[src/rtl/instr_encoder.sv]
// RV64I instruction encoder: packs decoded fields and a signed immediate into a
// 32-bit word behind one registered valid/ready stage, tagging each word with its address.
module instr_encoder #(
    parameter logic [63:0] BASE_ADDR = 64'h0,
    parameter int unsigned ADDR_STEP = 4
) (
    input  logic        clk,
    input  logic        reset,
    input  logic        clear,
    input  logic        in_valid,
    output logic        in_ready,
    input  logic [2:0]  in_type,
    input  logic [6:0]  in_opcode,
    input  logic [4:0]  in_rd,
    input  logic [4:0]  in_rs1,
    input  logic [4:0]  in_rs2,
    input  logic [2:0]  in_funct3,
    input  logic [6:0]  in_funct7,
    input  logic [63:0] in_imm,
    input  logic        in_pcrel,
    output logic        out_valid,
    input  logic        out_ready,
    output logic [31:0] out_instr,
    output logic [63:0] out_addr,
    output logic        out_err,
    output logic [15:0] err_count
);

    logic [63:0]        addr_q;
    logic signed [63:0] off;
    logic [31:0]        enc;
    logic               enc_err;
    logic               accept;
    logic               drain;
    logic               pcrel_used;

    assign in_ready   = !out_valid || out_ready;
    assign accept     = in_valid && in_ready;
    assign drain      = out_valid && out_ready;
    assign pcrel_used = in_pcrel && (in_type == 3'd3 || in_type == 3'd5);
    assign off        = pcrel_used ? in_imm - addr_q : in_imm;

    // Field packing and range check; the truncated encoding is emitted even on error.
    always_comb begin
        enc     = 32'h0;
        enc_err = 1'b0;
        case (in_type)
            3'd0: enc = {in_funct7, in_rs2, in_rs1, in_funct3, in_rd, in_opcode};
            3'd1: begin
                enc     = {off[11:0], in_rs1, in_funct3, in_rd, in_opcode};
                enc_err = (off < -64'sd2048) || (off > 64'sd2047);
            end
            3'd2: begin
                enc     = {off[11:5], in_rs2, in_rs1, in_funct3, off[4:0], in_opcode};
                enc_err = (off < -64'sd2048) || (off > 64'sd2047);
            end
            3'd3: begin
                enc     = {off[12], off[10:5], in_rs2, in_rs1, in_funct3, off[4:1], off[11], in_opcode};
                enc_err = (off < -64'sd4096) || (off > 64'sd4094) || off[0];
            end
            3'd4: begin
                enc     = {off[31:12], in_rd, in_opcode};
                enc_err = (|off[11:0]) || !((&off[63:31]) || !(|off[63:31]));
            end
            3'd5: begin
                enc     = {off[20], off[10:1], off[11], off[19:12], in_rd, in_opcode};
                enc_err = (off < -64'sd1048576) || (off > 64'sd1048574) || off[0];
            end
            default: begin
                enc     = 32'h0000_0013;
                enc_err = 1'b1;
            end
        endcase
    end

    // Output stage and address counter; reset/clear win over any handshake that cycle.
    always_ff @(posedge clk) begin
        if (reset || clear) begin
            out_valid <= 1'b0;
            out_instr <= 32'h0;
            out_addr  <= 64'h0;
            out_err   <= 1'b0;
            err_count <= 16'h0;
            addr_q    <= BASE_ADDR;
        end else begin
            if (drain && out_err && err_count != 16'hFFFF) begin
                err_count <= err_count + 16'd1;
            end
            if (accept) begin
                out_valid <= 1'b1;
                out_instr <= enc;
                out_addr  <= addr_q;
                out_err   <= enc_err;
                addr_q    <= addr_q + 64'(ADDR_STEP);
            end else if (drain) begin
                out_valid <= 1'b0;
            end
        end
    end

endmodule

[config.mk]
export PLATFORM = sky130hd
export DESIGN_NAME = instr_encoder
export DESIGN_NICKNAME = d
export VERILOG_FILES = /design/src/rtl/instr_encoder.sv
export SDC_FILE = /design/constraint.sdc
export NUM_CORES = 1
export LEC_CHECK = 0
export CAP_MARGIN = 20
export CORE_MARGIN = 8
export CORE_UTILIZATION = 30
export CTS_CLUSTER_SIZE = 24
export DETAILED_ROUTE_END_ITERATION = 10
export SLEW_MARGIN = 20
export SYNTH_ARGS = -nofsm -noshare
export SYNTH_HDL_FRONTEND = slang
export SYNTH_SLANG_ARGS = --single-unit
[constraint.sdc]
create_clock -name clk -period 7.35 [get_ports clk]
set_clock_uncertainty 0.05 [all_clocks]
set_input_delay 1.47 -clock clk [delete_from_list [all_inputs] [get_ports clk]]
set_output_delay 1.47 -clock clk [all_outputs]
set_load 0.1 [all_outputs]
==> results.sh <==
export IMPL_critPathMaxStageDelay_ns=0.62
export IMPL_rsz0062_at_grt="false"
export IMPL_worst_pin_slew_ns=1.06
export IMPL_post_place_ws_ns=0.577
export IMPL_powerDensity_mw_per_mm2=151
export IMPL_numCtsBuffers=17
export IMPL_yosysWarnings=0
export IMPL_wl_mm=54.4
export IMPL_cp_start_kind="primary input"
export IMPL_clockBufferDepth=2
export IMPL_cts_resized_gates=0
export IMPL_detail_route_vias_per_cell=5.58
export IMPL_cts_tree="done"
export IMPL_relSlewSlack_pct=29.1
export IMPL_holdCritPathClass="flop to flop"
export IMPL_insertion_delay_ns=0.44
export IMPL_crit_slowest_cell="ha_1"
export IMPL_power_total_mw=2.40
export IMPL_pin_count=220
export IMPL_worstPathRequired_ns=7.63
export IMPL_peakVddDrop_mv=0.138
export IMPL_max_cap_violations=0
export IMPL_fin_nets=2136
export IMPL_cts_root_buf="clkbuf_16"
export IMPL_avgSynthCellArea_sq_um=7.03
export IMPL_async_flop_share_pct=0
export IMPL_crit_chain="clkdlybuf4s50_1 > ha_1 > nand4_2 > nor3_4 > a21oi_1 > a2111oi_1 > a211o_1 > mux2i_1 > o32ai_1 > a2111oi_1 > o2111ai_1 > a2111oi_0 > buf_4 > a21boi_0 > o21a_1 > a221o_1"
export IMPL_grt_total_usage_pct=21.0
export IMPL_synthCells=1827
export IMPL_ctsHoldBuffers=0
export IMPL_p_leak_nw=5.22
export IMPL_cts_max_level=4
export IMPL_synth_edff_count=0
export IMPL_start_util_pct=30.1
export IMPL_setup_ws_ns=1.03
export IMPL_finalSetupViolCount=0
export IMPL_max_freq_ghz=0.158
export IMPL_ys_seq_area_share_pct=27.1
export IMPL_coreArea_sq_mm=0.0427
export IMPL_vias=14110
export IMPL_drive_above_1_share_pct=3.74
export IMPL_drcViolationCount=0
export IMPL_clkTransAtPathRegs_ns=0.06
export IMPL_grt_first_pass_wirelength_mm=82.4
export IMPL_grt_max_degree=83
export IMPL_synth_seq_cells=174
export IMPL_die_w_um=223
export IMPL_grt_pass1_vias=13705
export IMPL_setup_tns_final_ns=0
export IMPL_die_h_um=223
export IMPL_finalCritPeriodShare_pct=86.0
export IMPL_arrival_ns=6.60
export IMPL_period_needed_ns=6.32
export IMPL_drt_first_pass_iters=7
export IMPL_layout_commonest_cell="nand2_1"
export IMPL_netlist_area_sq_mm=0.0128
export IMPL_worst_setup_path_end_kind="flop"
export IMPL_grt_overflow_total=0
export IMPL_drt_iter0_markers=1185
export IMPL_postCtsSetupBuffers=0
export IMPL_status="finished clean"
export IMPL_cp_max_fo=9
export IMPL_hold_viol=0
export IMPL_crit_top_cell="a2111oi_1"
export IMPL_io_buffers=217
export IMPL_crit_type="primary input to flop"
export IMPL_dp_hpwl_mm=44.5
export IMPL_synthFlopType="dfxtp_1"
export IMPL_ys_types=86
export IMPL_placementRows=76
export IMPL_gp_congestion=0.990
export IMPL_cts_sinks=174
export IMPL_layout_common_cells="nand2_1 (298), nor2_1 (218), clkdlybuf4s50_1 (216), a21oi_1 (183), dfxtp_1 (174)"
export IMPL_area_growth_pct=23.8
export IMPL_die_area_sq_mm=0.0497
export IMPL_drv_slew=0
export IMPL_wl_per_cell_um=21.5
export IMPL_ant_nets=0
export IMPL_antenna_found_initial=0
## sequential cells by signal, summed over array words and instances, names as in the netlist
signal     cells
addr_q        62
err_count     16
out_instr     32
out_err        1
out_valid      1
out_addr      62
## per-layer routing
metal	global-route usage [%]	vias up	wire [um]
met5	0	-	0
met4	7.99	0	1960
met3	4.12	85	3970
met2	35.1	604	25000
met1	26.6	6653	23500
li1	-	6768	-
## worst max-delay path: cells and delay by family
family,cells,cell delay [ns]
compound gates,10,2.77
fa+ha+maj,1,0.62
buf+inv,2,0.81
mux,1,0.31
simple gates,2,0.60
## synth_stat cells (all sizes together) (39+ instances only)
library cell | number | share of area (%)
a21oi | 186 | 7.5
buf | 39 | 1.7
clkbuf | 71 | 2.1
dfxtp | 174 | 27
ha | 63 | 6.1
inv | 84 | 2.5
nand2 | 300 | 8.8
nand3 | 66 | 2.6
nand4 | 57 | 2.9
nor2 | 218 | 6.4
nor3 | 46 | 1.9
o21ai | 109 | 4.3
xnor2 | 89 | 6.1
## where the power goes
group / leakage [nW] / switching (mW) / internal (mW)
registers: 1.40 / 0.00586 / 0.950
clock network: 0.278 / 0.417 / 0.455
logic: 3.54 / 0.386 / 0.189
## metrics by stage
| step | hold WS, ns | util (%) | instance area [sq um] | std cells |
|---|---|---|---|---|
| after floorplan | 0.382 | - | 12800 | 1828 |
| after detailed placement | 0.398 | 35.9 | 15300 | 2494 |
| after CTS | 0.411 | 37.2 | 15900 | 2526 |
| after global routing | 0.428 | 37.2 | 15900 | 2526 |
| after global placement | 0.392 | 35.9 | 15300 | 2494 |
| final | 0.406 | 37.2 | 15900 | 2527 |
## area by class of cell
| class | count | area [sq um] |
|---|---|---|
| fill | 4572 | 26800 |
| multi-input combinational | 1458 | 8570 |
| sequential | 174 | 3480 |
| inverter | 86 | 323 |
| tap | 546 | 683 |
| clock inverter | 13 | 125 |
| timing repair buffer | 230 | 2270 |
| clock buffer | 19 | 443 |
| antenna | 1 | 2.50 |
## worst paths after layout
check                  to  depth (start not counted)          from  slack [ns]
min reg2reg  out_addr[32]                          2  out_addr[32]        0.41
min          out_addr[32]                          2  out_addr[32]        0.41
max reg2reg       out_err                         16    addr_q[21]        2.21
max               out_err                         16    in_imm[25]        1.03
## logic make-up (layout without fill, tap and decap cells)
| kind of cell | Yosys count | after routing | synth area share, % |
|---|---|---|---|
| simple gates | 781 | 781 | 27.5 |
| compound gates | 484 | 484 | 24.1 |
| buf+inv | 196 | 348 | 6.28 |
| flops | 174 | 174 | 27.1 |
| xor+xnor | 122 | 122 | 8.32 |
| fa+ha+maj | 64 | 64 | 6.29 |
| mux | 5 | 5 | 0.390 |
| other cells | 1 | 3 | 0.0292 |
Note: power is estimated with default switching activity, not from simulation.
